## config.mk

```make
export PLATFORM = sky130hd
export DESIGN_NAME = ro_freq_uart_tx
export DESIGN_NICKNAME = d
export VERILOG_FILES = /design/src/rtl/ro_freq_uart_tx.sv
export SDC_FILE = /design/constraint.sdc
export NUM_CORES = 1
export LEC_CHECK = 0
export BUFFER_PORTS_ARGS = -buffer_cell sky130_fd_sc_hd__buf_2
export CAP_MARGIN = 20
export CORE_ASPECT_RATIO = 2
export CORE_MARGIN = 2
export CORE_UTILIZATION = 30
export CTS_CLUSTER_SIZE = 28
export DETAILED_ROUTE_END_ITERATION = 8
export SKIP_CTS_REPAIR_TIMING = 1
export SYNTH_ARGS = -nofsm -noshare
export SYNTH_HDL_FRONTEND = slang
export SYNTH_SLANG_ARGS = --single-unit
```

## constraint.sdc

```tcl
create_clock -name clk -period 2.7 [get_ports clk]
set_input_delay 0.405 -clock clk [delete_from_list [all_inputs] [get_ports clk]]
set_output_delay 0.405 -clock clk [all_outputs]
set_load 0.02 [all_outputs]
```

## src/rtl/ro_freq_uart_tx.sv

```systemverilog
// ro_freq_uart_tx
// Dumps the packed ring-oscillator count bus over a UART line (8N1, idle high).
// On a dump request it holds the counter bank (pause) for two cycles and then
// snapshots the bus. It then sends a 0xA5 header, every 32-bit count big-endian
// (word 0 first), and finally an XOR checksum of all count bytes.
//
// Ports:
//   clk    in  : system clock, rising-edge logic
//   reset  in  : asynchronous, active-high reset
//   start  in  : dump request, honoured only while idle
//   freq   in  : NUM_COUNTERS packed 32-bit counts, word i at [32i+31:32i]
//   pause  out : freezes the counter bank output register during the snapshot
//   tx     out : UART line
//   busy   out : high while a dump is in progress
//   done   out : one-cycle pulse after the final stop bit
module ro_freq_uart_tx #(
  parameter int NUM_COUNTERS = 1,
  parameter int CLKS_PER_BIT = 868
) (
  input  logic                      clk,
  input  logic                      reset,
  input  logic                      start,
  input  logic [NUM_COUNTERS*32-1:0] freq,
  output logic                      pause,
  output logic                      tx,
  output logic                      busy,
  output logic                      done
);

  localparam int NUM_BYTES = 4 * NUM_COUNTERS + 2;
  localparam int IDX_W     = $clog2(NUM_BYTES);
  localparam int BAUD_W    = $clog2(CLKS_PER_BIT);
  localparam logic [IDX_W-1:0]  LAST_IDX  = IDX_W'(NUM_BYTES - 1);
  localparam logic [IDX_W-1:0]  CSUM_IDX  = IDX_W'(NUM_BYTES - 2);
  localparam logic [BAUD_W-1:0] BAUD_LAST = BAUD_W'(CLKS_PER_BIT - 1);
  localparam logic [7:0]        HEADER    = 8'hA5;

  typedef enum logic [1:0] {IDLE, HOLD, SEND, FINISH} state_t;

  state_t                    state, state_nxt;
  logic                      hold_cnt;
  logic [BAUD_W-1:0]         baud_cnt;
  logic [3:0]                bit_cnt;
  logic [IDX_W-1:0]          byte_idx;
  logic [7:0]                cur_byte;
  logic [7:0]                checksum;
  logic [NUM_COUNTERS*32-1:0] shadow;

  logic tx_nxt, pause_nxt, busy_nxt, done_nxt;
  logic baud_end, byte_end, frame_end;
  logic [IDX_W+3:0] bit_ofs;
  logic [7:0]       count_byte;
  logic [7:0]       next_byte;

  assign baud_end  = (baud_cnt == BAUD_LAST);
  assign byte_end  = baud_end && (bit_cnt == 4'd9);
  assign frame_end = byte_end && (byte_idx == LAST_IDX);

  // While byte_idx is being sent, the next count byte to load has zero-based
  // offset byte_idx (the header occupies slot 0). Words go out big-endian, so
  // the lane within the word is 3 - byte_idx[1:0], i.e. its bitwise inverse.
  always_comb begin
    bit_ofs    = (IDX_W+4)'({byte_idx[IDX_W-1:2], 5'b0}) +
                 (IDX_W+4)'({~byte_idx[1:0], 3'b0});
    count_byte = 8'(shadow >> bit_ofs);
    next_byte  = (byte_idx == CSUM_IDX) ? checksum : count_byte;
  end

  // State register
  always_ff @(posedge clk or posedge reset) begin
    if (reset) state <= IDLE;
    else       state <= state_nxt;
  end

  // Next-state logic
  always_comb begin
    state_nxt = state;
    case (state)
      IDLE:    if (start)     state_nxt = HOLD;
      HOLD:    if (hold_cnt)  state_nxt = SEND;
      SEND:    if (frame_end) state_nxt = FINISH;
      FINISH:                 state_nxt = IDLE;
      default:                state_nxt = IDLE;
    endcase
  end

  // Next values of the registered outputs; registering them keeps tx glitch-free
  always_comb begin
    tx_nxt    = tx;
    pause_nxt = pause;
    busy_nxt  = busy;
    done_nxt  = 1'b0;
    case (state)
      IDLE: begin
        tx_nxt    = 1'b1;
        pause_nxt = start;
        busy_nxt  = start;
      end
      HOLD: begin
        if (hold_cnt) begin
          pause_nxt = 1'b0;
          tx_nxt    = 1'b0;
        end
      end
      SEND: begin
        if (baud_end) begin
          if (bit_cnt == 4'd9) begin
            tx_nxt   = frame_end;
            done_nxt = frame_end;
          end else if (bit_cnt == 4'd8) begin
            tx_nxt = 1'b1;
          end else begin
            tx_nxt = cur_byte[bit_cnt[2:0]];
          end
        end
      end
      FINISH: begin
        tx_nxt   = 1'b1;
        busy_nxt = 1'b0;
      end
      default: begin
        tx_nxt    = 1'b1;
        pause_nxt = 1'b0;
        busy_nxt  = 1'b0;
      end
    endcase
  end

  always_ff @(posedge clk or posedge reset) begin
    if (reset) begin
      tx    <= 1'b1;
      pause <= 1'b0;
      busy  <= 1'b0;
      done  <= 1'b0;
    end else begin
      tx    <= tx_nxt;
      pause <= pause_nxt;
      busy  <= busy_nxt;
      done  <= done_nxt;
    end
  end

  // Datapath: hold timer, snapshot, baud/bit/byte counters and checksum.
  // The checksum picks up each count byte as it is loaded, so when the final
  // slot is reached it already covers every count byte.
  always_ff @(posedge clk or posedge reset) begin
    if (reset) begin
      hold_cnt <= 1'b0;
      baud_cnt <= '0;
      bit_cnt  <= '0;
      byte_idx <= '0;
      cur_byte <= '0;
      checksum <= '0;
      shadow   <= '0;
    end else begin
      case (state)
        IDLE: begin
          if (start) hold_cnt <= 1'b0;
        end
        HOLD: begin
          hold_cnt <= 1'b1;
          if (hold_cnt) begin
            shadow   <= freq;
            byte_idx <= '0;
            checksum <= '0;
            bit_cnt  <= '0;
            baud_cnt <= '0;
            cur_byte <= HEADER;
          end
        end
        SEND: begin
          if (baud_end) begin
            baud_cnt <= '0;
            if (bit_cnt == 4'd9) begin
              bit_cnt <= '0;
              if (frame_end) begin
                byte_idx <= '0;
              end else begin
                byte_idx <= byte_idx + 1'b1;
                cur_byte <= next_byte;
                if (byte_idx != CSUM_IDX) checksum <= checksum ^ count_byte;
              end
            end else begin
              bit_cnt <= bit_cnt + 1'b1;
            end
          end else begin
            baud_cnt <= baud_cnt + 1'b1;
          end
        end
        default: ;
      endcase
    end
  end

endmodule

```

# After elaboration in Yosys (flattened, before gate mapping)
# Index checks and enable logic that the tools add are counted.
classes:
  mux: 42
  shift: 1
  n_eq_ne: 16
  bitwise_logic: 2
  reduce_logical: 17
  n_lt_le_gt_ge: 1
  add_sub_neg: 4
op_table:
  columns: ["op", "n"]
  rows:
  - ["8-bit 2-to-1 mux", 10]
  - ["8-bit case mux with 2 select lines", 2]
  - ["32-bit by 7-bit right shift with 8-bit output", 1]
  - ["10-bit 2-to-1 mux", 2]
  - ["10-bit case mux with 2 select lines", 1]
  - ["2-bit inequality test, second input constant", 7]
  - ["3-bit 2-to-1 mux", 4]
  - ["4-bit 2-to-1 mux", 3]
  - ["10-bit by 1-bit adder with 10-bit output, second input constant", 1]
  - ["10-bit equality test, second input constant", 1]
  - ["2-bit AND reduction", 5]
  - ["1-bit 2-to-1 mux", 9]
  - ["4-bit equality test, second input constant", 2]
  - ["2-bit case mux with 4 select lines", 1]
  - ["4-bit case mux with 2 select lines", 1]
  - ["8-bit bitwise XOR", 1]
  - ["6-bit by 5-bit adder with 7-bit output", 1]
  - ["3-bit equality test, second input constant", 2]
  - ["2-bit 2-to-1 mux", 3]
  - ["1-bit case mux with 2 select lines", 3]
  - ["3-bit case mux with 2 select lines", 1]
  - ["3-bit AND reduction", 2]
  - ["6-bit AND reduction", 1]
  - ["2-bit nonzero test", 3]
  - ["14 further kinds", 16]
totals:
  in_bits: 35
  register_bits: 72
  word_cells: 95

# Depth between registers and ports, before layout
# Gate-level depths: netlist (run 1).
logic_depth:
  depth_word: 9
  mapped_depth: 9

# Worst setup path after synthesis (run 1)
# OpenSTA, ideal clock, no wires.
synth_timing:
  path_type: "reg2reg"
  from: "reg baud_cnt[0]"
  to: "reg state[1]"
  path_stages_with_launch: 7
  t_arrival_ps: 1666
  path_buffers: 0
  path_slack_ps: 906
  setup_time_ps: 128
  t_required_ps: 2572
  cell_sequence: "dfrtp_1 > ha_1 > nand4bb_4 > nor3_4 > nand4_1 > a21oi_1 > mux2_1"
synth_via:
  elab_chain_len: 5
synth_lines:
  columns: ["element", "line_no", "rtl"]
  rows:
  - ["start, declared", "42", "logic [BAUD_W-1:0] baud_cnt;"]
  - ["start signal, assigned", "187", "baud_cnt <= baud_cnt + 1'b1;"]
  - ["10-bit equality test", "55", "assign baud_end = (baud_cnt == BAUD_LAST);"]
  - ["1-bit logical AND", "56", "assign byte_end = baud_end && (bit_cnt == 4'd9);"]
  - ["1-bit logical AND", "57", "assign frame_end = byte_end && (byte_idx == LAST_IDX);"]
  - ["2-bit inequality test (no source line)", null, null]
  - ["3-bit AND reduction (no source line)", null, null]
  - ["end signal, assigned", "72", "else state <= state_nxt;"]
  - ["end, declared", "40", "state_t state, state_nxt;"]
# Every way passes these cells.
# A chain may end at the register's enable or synchronous reset.

# Worst setup path in the final report (run 1)
layout_timing:
  from: "reg bit_cnt[1]"
  to: "reg checksum[2]"
layout_via:
  elab_chain_len: 5
  elab_cells_between_ends: 6
layout_lines:
  columns: ["element", "line_no", "rtl"]
  rows:
  - ["start, declared", "43", "logic [3:0] bit_cnt;"]
  - ["start signal, assigned", "184", "bit_cnt <= bit_cnt + 1'b1;"]
  - ["4-bit equality test *", "56, 174", null]
  - ["1-bit logical AND", "56", null]
  - ["1-bit logical AND", "57", null]
  - ["2-bit inequality test (no source line)", null, null]
  - ["6-bit AND reduction (no source line) *", null, null]
  - ["end signal, assigned", "181", "if (byte_idx != CSUM_IDX) checksum <= checksum ^ count_byte;"]
  - ["end, declared", "46", "logic [7:0] checksum;"]
# Mark *: on every way between the ends. The rest lies on a longest branch, timed or not.

==> results of run 1 <==
logic make-up (layout without fill, tap and decap cells):
kind of cell | after synthesis | in the layout | share of synthesized area, %
AOI/OAI and AO/OA | 62 | 62 | 10.3
buffers and inverters | 28 | 72 | 3.14
xor gates and xnor gates | 6 | 6 | 1.44
DFF | 72 | 72 | 49.2
and+or+nand+nor | 94 | 94 | 14.5
muxes | 49 | 49 | 17.6
adders and majority gates | 11 | 11 | 3.76
metal layers:
metal	vias to the layer above	share of wire, %	track usage [%]
met5	-	0	0
met4	0	3.1	7.35
met3	15	2.4	2.54
met2	48	59	25.7
met1	1279	35	13.7
li1	1223	-	-
final cells by class:
cell class / instances / share of cell area, %
Timing Repair Buffer: 46 / 6.13
Inverter: 11 / 0.963
Clock inverter: 4 / 0.525
Clock buffer: 11 / 5.43
Multi-Input combinational cell: 222 / 40.6
Sequential cell: 72 / 42.0
Tap cell: 147 / 4.29
power groups by stage:
stage | logic (mW) | clock network [mW] | registers (mW)
final | 1.47 | 1.04 | 1.67
after global routing | 1.64 | 1.12 | 1.72
after CTS | 1.48 | 1.07 | 1.67
after detailed placement | 1.48 | 0 | 1.69
after global placement | 1.43 | 0 | 1.66
after floorplan | 1.14 | 0 | 1.62
state kept, by name (all words and copies together), names as in the netlist:
register  cells
baud_cnt     10
shadow       32
checksum      8
bit_cnt       4
pause         1
done          1
tx            1
busy          1
cur_byte      8
hold_cnt      1
state         2
byte_idx      3
through the flow:
stage / power (mW) / setup WS, ns / cells / cell area, um^2
final: 4.17 / 0.562 / 513 / 4290
after global routing: 4.48 / 0.371 / 513 / 4290
after CTS: 4.23 / 0.568 / 513 / 4290
after detailed placement: 3.17 / 0.605 / 498 / 4030
after global placement: 3.09 / 0.683 / 498 / 4030
after floorplan: 2.76 / 0.472 / 322 / 3660
layout by cell type (no fill, tap or decap), types with 7 or more instances in the layout:
cell / Yosys / layout
dfrtp_1: 71 / 71
buf_2: 8 / 38
mux2_2: 33 / 33
nand2_1: 30 / 30
o21ai_1: 23 / 23
nor2_1: 14 / 14
nand2b_1: 12 / 12
ha_1: 11 / 11
inv_1: 11 / 10
mux4_2: 9 / 9
clkbuf_16: 0 / 9
o31ai_1: 8 / 8
o21ai_0: 8 / 8
buf_4: 0 / 7
worst max-delay path: cells and delay by family, from the launching register on:
kind                     cells  cell delay [ns]
AO/OA/AOI/OAI                1             0.11
buffers and inverters        1             0.15
AND/OR/NAND/NOR              4             1.19
adder cells (fa/ha/maj)      1             0.15
flip-flops                   1             0.48
worst max path at each step:
| stage | end | slack (ns) |
|---|---|---|
| after floorplan | baud_cnt[0] | 0.47 |
| after global placement | tx | 0.68 |
| after detailed placement | checksum[4] | 0.61 |
| after CTS | checksum[2] | 0.57 |
| after global routing | tx | 0.37 |
| final | checksum[2] | 0.56 |
==> impl_metrics.sql, run 1 <==
INSERT INTO impl_metrics (metric_group, metric, value, unit) VALUES
('status', 'status', 'finished clean', ''),
('layout', 'multi_input_comb_area', '1740', 'um^2'),
('critical_path', 'cpMaxStageDelayCell', 'dfrtp_1', ''),
('global_route', 'antenna_violations_before_repair', '0', ''),
('global_route', 'grt_max_degree', '48', ''),
('layout', 'drive_gt1_share', '29.2', '%'),
('critical_path', 'rr_worst_depth', '7', ''),
('routing', 'vias_per_cell', '5.00', ''),
('pwr', 'power_density_cells', '973', 'nW/um^2'),
('place', 'gp_congestion', '0.806', ''),
('critical_path', 'crit_path_cell_trace', 'inv_1 -> ha_1 -> nand2_1 -> nor3b_1 -> nand4_2 -> nor3_1 -> a21o_1', ''),
('critical_path', 'crit_path_start_kind', 'flop', ''),
('pwr', 'seq_power_share', '40.0', '%'),
('timing', 'final_max_slew_viol_count', '0', ''),
('synth', 'synth_warnings', '0', ''),
('synth', 'synthMostInstantiatedCell', 'dfrtp_1', ''),
('clock_network', 'cts.reportedPaths.clkPinSlew', '0.06', 'ns'),
('global_route', 'overflow', '0', ''),
('floorplan', 'placementRows', '57', ''),
('pwr', 'power.switching', '1.39', 'mW'),
('synth', 'synthDominantCellAreaShare', '48.5', '%'),
('routing', 'wirelength', '8.19', 'mm'),
('global_route', 'grt_first_pass_wirelength', '13.7', 'mm'),
('synth', 'asyncSetResetFlopFracSynth', '100', '%'),
('synth', 'syn-mean-instance-area', '11.4', 'um^2'),
('synth', 'synth.area.top_cells', 'dfrtp_1 49%, mux2_2 10%, mux4_2 5.5%', ''),
('pwr', 'power.share.combinational', '35.1', '%'),
('min_path', 'hold_class', 'in2async', ''),
('pwr', 'p_leak', '1.89', 'nW'),
('clock_network', 'htreeDepth', '3', ''),
('pwr', 'power_frac_clock', '24.9', '%'),
('floorplan', 'design.die.area', '13200', 'um^2'),
('timing', 'finalWorstPathRequiredPeriod', '2.14', 'ns'),
('floorplan', 'die-height', '160', 'um'),
('clock_network', 'clock_insertion_delay_worst_skew', '0.33', 'ns'),
('routing', 'route.antenna.remaining_nets', '0', ''),
('place', 'placement.io_buffers', '38', ''),
('layout', 'diodes', '0', ''),
('pwr', 'peakVddDrop', '594', 'uV'),
('clock_network', 'clock-root-buffer', 'clkbuf_16', ''),
('layout', 'register_area', '1800', 'um^2'),
('place', 'hpwl', '6.19', 'mm'),
('synth', 'count_of_state_elements_after_synthesis', '72', ''),
('timing', 'final.period_utilization', '79.2', '%'),
('synth', 'number_of_flops_mapped_to_enable_cells_by_yosys', '0', ''),
('timing', 'worst_slew_pin_slew', '0.590', 'ns'),
('timing', 'hold-worst-slack', '0.137', 'ns'),
('synth', 'synthDistinctLibCells', '45', ''),
('floorplan', 'placeableCoreArea', '12100', 'um^2'),
('clock_network', 'clockBufferDepth', '2', ''),
('flow_run', 'max-cap-violations', '0', ''),
('global_route', 'groute.usage.overall', '13.8', '%'),
('synth', 'top_post_synthesis_cells_by_count', '71 x dfrtp_1, 33 x mux2_2, 30 x nand2_1, 23 x o21ai_1, 14 x nor2_1', ''),
('clock_network', 'cts_inserted_buffers', '9', ''),
('layout', 'layout.core_utilization', '35.6', '%'),
('timing', 'timing.fmax', '468', 'MHz'),
('critical_path', 'crit-reg2reg-launch', 'bit_cnt[1]', ''),
('critical_path', 'slowest_delay', '0.48', 'ns'),
('synth', 'syn-cell-area', '3660', 'um^2'),
('critical_path', 'crit_fanout', '8', ''),
('timing', 'finalClockSkew', '0.00529', 'ns'),
('timing', 'worst_slew_margin_rel', '60.6', '%'),
('synth', 'syn-instance-count', '322', ''),
('layout', 'syn_to_final_growth', '17.2', '%'),
('synth', 'synthesis.nets', '368', ''),
('routing', 'wl_per_cell', '16.0', 'um'),
('floorplan', 'initial_utilization', '30.4', '%'),
('critical_path', 'crit_path_start', 'bit_cnt[1]', ''),
('routing', 'drt_pre_antenna_iters', '4', ''),
('synth', 'yosys.area.top_type', 'dfrtp_1', ''),
('layout', 'fillCellCount', '1162', '');
Power figures use the tool's default switching activity.
==> inputs of run 2 (changes only) <==
==> constraint.sdc (replaced) <==
create_clock -name clk -period 1.75 [get_ports clk]
set_input_delay 0.2625 -clock clk [delete_from_list [all_inputs] [get_ports clk]]
set_output_delay 0.2625 -clock clk [all_outputs]
set_load 0.02 [all_outputs]
==> impl_metrics.sql, run 2 (synthesized netlist as in run 1, its figures left out) <==
INSERT INTO impl_metrics (metric_group, metric, value, unit) VALUES
('status', 'status', 'finished with violations', ''),
('status', 'violated_checks', 'setup timing', ''),
('routing', 'wl_per_cell', '14.1', 'um'),
('routing', 'drt_pre_antenna_iters', '4', ''),
('routing', 'detail_route.wirelength.met1', '2.78', 'mm'),
('layout', 'syn_to_final_growth', '30.5', '%'),
('pwr', 'power.share.switching', '33.2', '%'),
('layout', 'diodes', '0', ''),
('critical_path', 'path_class', 'reg2reg', ''),
('routing', 'remaining_drc_errors', '0', ''),
('layout', 'drive_gt1_share', '41.5', '%'),
('clock_network', 'tritoncts_num_sinks', '72', ''),
('pwr', 'seq_power_share', '35.7', '%'),
('timing', 'worst_slew_pin_slew', '0.389', 'ns'),
('critical_path', 'cpMaxStageDelayCell', 'dfrtp_1', ''),
('timing', 'final.period_utilization', '106', '%'),
('floorplan', 'placeableCoreArea', '12100', 'um^2'),
('timing', 'post-route-worst-setup-slack', '-0.112', 'ns'),
('floorplan', 'initial_utilization', '30.4', '%'),
('critical_path', 'critical_path_buffers_and_inverters', '1', ''),
('layout', 'layout_commonest_cell', 'dfrtp_1', ''),
('clock_network', 'cts.reportedPaths.clkPinSlew', '0.06', 'ns'),
('clock_network', 'htreeDepth', '3', ''),
('clock_network', 'clockBufferDepth', '2', ''),
('timing', 'final-hold-violation-count', '0', ''),
('timing', 'finalClockSkew', '0.00733', 'ns'),
('critical_path', 'crit_fanout', '21', ''),
('clock_network', 'clock_insertion_delay_worst_skew', '0.34', 'ns'),
('clock_network', 'tritoncts', 'yes', ''),
('floorplan', 'placementRows', '57', ''),
('routing', 'highest-signal-layer', 'met4', ''),
('routing', 'wl_met3', '227', 'um'),
('layout', 'commonest_cells_after_routing_fill_and_taps_aside', '68 x dfrtp_1, 43 x buf_4, 38 x buf_2, 32 x mux2_2, 30 x nand2_1', ''),
('layout', 'fillCellCount', '1126', ''),
('timing', 'finalWorstPathRequiredPeriod', '1.86', 'ns'),
('place', 'placement.io_buffers', '38', ''),
('layout', 'stdcell_area', '4780', 'um^2'),
('global_route', 'antenna_violations_before_repair', '0', ''),
('layout', 'max_ffs_per_register', '32', ''),
('floorplan', 'pin_count', '39', ''),
('critical_path', 'crit-reg2reg-launch', 'baud_cnt[0]', ''),
('global_route', 'first_global_vias', '2847', ''),
('clock_network', 'cts_inserted_buffers', '9', ''),
('timing', 'final_max_slew_viol_count', '0', ''),
('routing', 'wirelength', '7.86', 'mm'),
('floorplan', 'die-height', '160', 'um'),
('pwr', 'power.share.combinational', '39.7', '%'),
('layout', 'regMostFlops', 'shadow', ''),
('clock_network', 'clock-root-buffer', 'clkbuf_16', ''),
('layout', 'nNetsFinal', '451', ''),
('place', 'hpwl', '5.97', 'mm'),
('timing', 'timing.fmax', '537', 'MHz'),
('layout', 'largestRegisters', 'shadow: 32 flops, baud_cnt: 10 flops', ''),
('critical_path', 'timing.rr.end', 'checksum[2]', ''),
('routing', 'met2_wirelength', '4.73', 'mm'),
('critical_path', 'crit_path_cell_trace', 'ha_2 -> nand4bb_4 -> nor3_4 -> a41oi_1 -> buf_6 -> nand2b_1 -> a21o_1', ''),
('pwr', 'p_leak', '2.12', 'nW'),
('critical_path', 'timing.critical_path.max_delay_family', 'simple AND/OR/NAND/NOR gates', ''),
('global_route', 'grt_max_degree', '73', ''),
('floorplan', 'design.die.area', '13200', 'um^2'),
('pwr', 'power.switching', '2.36', 'mW'),
('global_route', 'overflow', '0', ''),
('critical_path', 'rr_worst_depth', '7', ''),
('critical_path', 'crit_path_start_kind', 'flop', ''),
('critical_path', 'crit_required', '1.98', 'ns'),
('critical_path', 'timing.critical_path.arrival', '2.09', 'ns'),
('global_route', 'groute.usage.overall', '13.0', '%'),
('flow_run', 'max-cap-violations', '0', ''),
('critical_path', 'slowest_delay', '0.36', 'ns'),
('pwr', 'power_frac_clock', '24.6', '%'),
('pwr', 'intPower', '4.75', 'mW'),
('timing', 'worst_slew_margin_rel', '73.9', '%'),
('routing', 'route.antenna.remaining_nets', '0', ''),
('routing', 'drtIter0Drc', '111', ''),
('min_path', 'hold_class', 'in2async', ''),
('routing', 'vias_per_cell', '4.88', ''),
('place', 'gp_congestion', '0.762', ''),
('timing', 'finalSetupViolCount', '13', ''),
('pwr', 'power_density_cells', '1490', 'nW/um^2'),
('timing', 'grt_setup_unrepaired', 'yes', ''),
('routing', 'routed-via-count', '2716', ''),
('critical_path', 'cp_num_cells', '7', ''),
('global_route', 'grt_first_pass_wirelength', '13.1', 'mm'),
('place', 'placed_area', '4370', 'um^2'),
('critical_path', 'setup.reg_to_reg.worst_slack', '-0.11', 'ns'),
('critical_path', 'crit_path_end_kind', 'flop', ''),
('pwr', 'peakVddDrop', '798', 'uV'),
('floorplan', 'die-width', '82.1', 'um'),
('pwr', 'p_total', '7.11', 'mW');
## run 2: routing by layer
| metal | up-vias | GRT usage [%] |
|---|---|---|
| li1 | 1315 | - |
| met1 | 1355 | 13.1 |
| met2 | 37 | 24.8 |
| met3 | 9 | 2.88 |
| met4 | 0 | 4.32 |
| met5 | - | 0 |
## run 2: cell type report
type	instances	area (um^2)	share of cell area (%)
clock inverters	7	61.3	1.28
multi-input cells	222	1820	38.2
well taps	147	184	3.85
repair buffers	89	629	13.2
clock buffers	9	225	4.72
inverters	11	45.0	0.943
flip-flops and latches	72	1810	37.8
## run 2: power by group through the flow
stage / Sequential (mW) / Combinational (mW) / Clock (mW)
after global placement: 2.51 / 2.60 / 0
after detailed placement: 2.56 / 2.67 / 0
after global routing: 2.61 / 3.11 / 1.86
after floorplan: 2.50 / 1.77 / 0
final: 2.54 / 2.82 / 1.75
after CTS: 2.53 / 2.68 / 1.78
## run 2: worst max-delay path by stage
| stage | startpoint | end | slack, ns |
|---|---|---|---|
| floorplan | state[1] | cur_byte[5] | -0.009 |
| global placement | state[0] | bit_cnt[2] | -0.11 |
| detailed placement | state[0] | bit_cnt[2] | -0.13 |
| CTS | state[0] | bit_cnt[2] | -0.15 |
| global route | baud_cnt[0] | checksum[2] | -0.20 |
| finish | baud_cnt[0] | checksum[2] | -0.11 |
## run 2: worst register-to-register path: stages, from the launching register on
cell and delay, ns:
dfrtp_1 0.36, ha_2 0.21, nand4bb_4 0.16, nor3_4 0.32, a41oi_1 0.19, buf_6 0.20
nand2b_1 0.15, a21o_1 0.17
## run 2: through the flow
step           setup TNS, ns  cells  utilization, %  worst slack [ns]  hold WS (ns)
2_1_floorplan        -0.0361    322               -          -0.00942         0.370
3_3_place_gp          -0.765    538            36.2            -0.112         0.389
3_5_place_dp           -1.71    538            36.2            -0.133         0.401
4_1_cts                -2.25    554            38.6            -0.148        0.0452
5_1_grt                -2.36    557            39.6            -0.204        0.0533
6_report              -0.457    557            39.6            -0.112       0.00547
==> inputs of run 3 (changes only) <==
--- a/config.mk
+++ b/config.mk
@@ -7,7 +7,6 @@
 export LEC_CHECK = 0
 export BUFFER_PORTS_ARGS = -buffer_cell sky130_fd_sc_hd__buf_2
 export CAP_MARGIN = 20
-export CORE_ASPECT_RATIO = 2
 export CORE_MARGIN = 2
 export CORE_UTILIZATION = 30
 export CTS_CLUSTER_SIZE = 28
==> constraint.sdc (replaced) <==
create_clock -name clk -period 2.27 [get_ports clk]
set_input_delay 0.3405 -clock clk [delete_from_list [all_inputs] [get_ports clk]]
set_output_delay 0.3405 -clock clk [all_outputs]
set_load 0.02 [all_outputs]
==> impl_metrics.sql, run 3 (synthesized netlist as in run 1, its figures left out) <==
INSERT INTO impl_metrics (metric_group, metric, value, unit) VALUES
('status', 'status', 'finished clean', ''),
('layout', 'nNetsFinal', '412', ''),
('routing', 'wirelength', '7.43', 'mm'),
('critical_path', 'cp_num_cells', '7', ''),
('layout', 'diodes', '0', ''),
('layout', 'max_ffs_per_register', '32', ''),
('place', 'placement.io_buffers', '38', ''),
('place', 'pre_cts_ws', '0.183', 'ns'),
('floorplan', 'pin_count', '39', ''),
('pwr', 'power_density_cells', '1180', 'nW/um^2'),
('layout', 'layout_commonest_cell', 'dfrtp_1', ''),
('layout', 'commonest_cells_after_routing_fill_and_taps_aside', '71 x dfrtp_1, 38 x buf_2, 33 x mux2_2, 30 x nand2_1, 23 x o21ai_1', ''),
('critical_path', 'timing.critical_path.max_delay_family', 'simple AND/OR/NAND/NOR gates', ''),
('critical_path', 'crit_path_end_kind', 'flop', ''),
('routing', 'drt_pre_antenna_iters', '5', ''),
('routing', 'wl_per_cell', '14.3', 'um'),
('critical_path', 'crit_path_cell_trace', 'ha_1 -> nand4bb_4 -> nor3_4 -> a41oi_1 -> buf_4 -> nand2b_1 -> a21o_1', ''),
('routing', 'vias_per_cell', '4.86', ''),
('pwr', 'power.share.combinational', '34.2', '%'),
('routing', 'remaining_drc_errors', '0', ''),
('layout', 'final_standard_cell_count_with_taps_included_and_fillers_excluded', '518', ''),
('pwr', 'power.switching', '1.70', 'mW'),
('critical_path', 'critical_path_buffers_and_inverters', '1', ''),
('pwr', 'p_leak', '1.92', 'nW'),
('place', 'placedCellCount', '502', ''),
('routing', 'route.antenna.remaining_nets', '0', ''),
('global_route', 'overflow', '0', ''),
('critical_path', 'crit_path_start_kind', 'flop', ''),
('clock_network', 'clockBufferDepth', '2', ''),
('pwr', 'power_frac_clock', '27.6', '%'),
('timing', 'finalSetupViolCount', '0', ''),
('floorplan', 'die-height', '114', 'um'),
('pwr', 'peakVddDrop', '455', 'uV'),
('global_route', 'grt_max_degree', '38', ''),
('timing', 'final_max_slew_viol_count', '0', ''),
('clock_network', 'cts.reportedPaths.clkPinSlew', '0.06', 'ns'),
('global_route', 'groute.usage.overall', '12.8', '%'),
('pwr', 'power.share.switching', '32.8', '%'),
('layout', 'drive_gt1_share', '31.0', '%'),
('critical_path', 'slowest_delay', '0.41', 'ns'),
('critical_path', 'cpMaxStageDelayCell', 'dfrtp_1', ''),
('timing', 'setup_tns', '0', 'ns'),
('routing', 'drtIter0Drc', '113', ''),
('critical_path', 'rr_worst_depth', '7', ''),
('min_path', 'hold_class', 'in2async', ''),
('layout', 'largestRegisters', 'shadow: 32 flops, baud_cnt: 10 flops', ''),
('clock_network', 'tritoncts_num_sinks', '72', ''),
('timing', 'final-hold-violation-count', '0', ''),
('global_route', 'grt_first_pass_wirelength', '13.3', 'mm'),
('timing', 'worst_slew_margin_rel', '67.1', '%'),
('timing', 'worst_slew_pin_slew', '0.493', 'ns'),
('layout', 'fillCellCount', '1155', ''),
('layout', 'regMostFlops', 'shadow', ''),
('clock_network', 'clock_insertion_delay_worst_skew', '0.33', 'ns'),
('timing', 'final.period_utilization', '89.7', '%'),
('pwr', 'p_total', '5.18', 'mW'),
('timing', 'finalClockSkew', '0.00848', 'ns'),
('floorplan', 'initial_utilization', '30.6', '%'),
('routing', 'routed-via-count', '2520', ''),
('place', 'hpwl', '5.42', 'mm'),
('pwr', 'intPower', '3.48', 'mW'),
('clock_network', 'cts_inserted_buffers', '9', ''),
('clock_network', 'clock-root-buffer', 'clkbuf_16', ''),
('floorplan', 'die-width', '114', 'um'),
('timing', 'grt_setup_unrepaired', 'no', ''),
('pwr', 'seq_power_share', '38.2', '%'),
('critical_path', 'timing.critical_path.arrival', '2.25', 'ns'),
('place', 'gp_congestion', '0.767', ''),
('clock_network', 'htreeDepth', '3', ''),
('clock_network', 'tritoncts', 'yes', ''),
('timing', 'finalWorstPathRequiredPeriod', '2.04', 'ns'),
('layout', 'syn_to_final_growth', '19.5', '%'),
('timing', 'timing.fmax', '491', 'MHz'),
('flow_run', 'max-cap-violations', '0', ''),
('critical_path', 'crit_required', '2.48', 'ns'),
('critical_path', 'crit_fanout', '21', ''),
('global_route', 'first_global_vias', '2680', ''),
('floorplan', 'design.die.area', '13100', 'um^2'),
('critical_path', 'path_class', 'reg2reg', ''),
('floorplan', 'placeableCoreArea', '12000', 'um^2'),
('timing', 'post-route-worst-setup-slack', '0.235', 'ns'),
('floorplan', 'placementRows', '40', ''),
('global_route', 'antenna_violations_before_repair', '0', '');
[run 3: cell count changes in the layout (fill, tap and decap cells not counted), moves of 2 or more]
cell / change
inv_2: -2
dfrtp_1: +3
buf_4: -32
ha_4: -2
buf_6: -5
dfrtp_2: -3
buf_12: -2
inv_1: +3
nor2_1: +2
ha_1: +3
[run 3: worst reg2reg max path: stages (launching register included)]
cell and delay, ns:
dfrtp_1 0.41, ha_1 0.29, nand4bb_4 0.16, nor3_4 0.31
a41oi_1 0.16, buf_4 0.23, nand2b_1 0.18, a21o_1 0.18
[run 3: power groups by stage]
stage          clock [mW]  combinational [mW]  sequential (mW)
2_1_floorplan           0                1.36             1.92
5_1_grt              1.53                2.00             2.03
6_report             1.43                1.77             1.98
3_5_place_dp            0                1.79             2.00
4_1_cts              1.46                1.80             1.98
3_3_place_gp            0                1.75             1.98
[run 3: through the flow]
step / util, % / instance area [um^2] / hold slack (ns)
global route: 36.6 / 4370 / 0.0778
global placement: 34.0 / 4060 / 0.404
CTS: 36.5 / 4370 / 0.0609
finish: 36.6 / 4370 / 0.0374
detailed placement: 34.0 / 4060 / 0.414
floorplan: - / 3660 / 0.441
[run 3: layer usage]
layer	GRT usage (%)	vias up	part of all wire [%]
met1	17.7	1221	48
met2	19.5	49	46
met5	0	-	0
met4	3.98	0	1.4
li1	-	1242	-
met3	3.55	8	4.4
[run 3: layout make-up]
| class | instances | area (um^2) | area share, % |
|---|---|---|---|
| flip-flops and latches | 72 | 1800 | 41.2 |
| repair buffers | 50 | 293 | 6.69 |
| multi-input cells | 222 | 1750 | 40.0 |
| clock inverters | 7 | 80.1 | 1.83 |
| clock buffers | 9 | 225 | 5.15 |
| inverters | 11 | 41.3 | 0.944 |
| well taps | 147 | 184 | 4.20 |
[run 3: worst paths after layout]
kind / to / slack (ns) / from
min: shadow[30] / 0.04 / reset
min reg2reg: checksum[1] / 0.48 / checksum[1]
max in group asynchronous: tx / 1.57 / reset
max: checksum[2] / 0.23 / baud_cnt[0]
max reg2reg: checksum[2] / 0.23 / baud_cnt[0]
min in group clk: shadow[3] / 0.24 / freq[3]
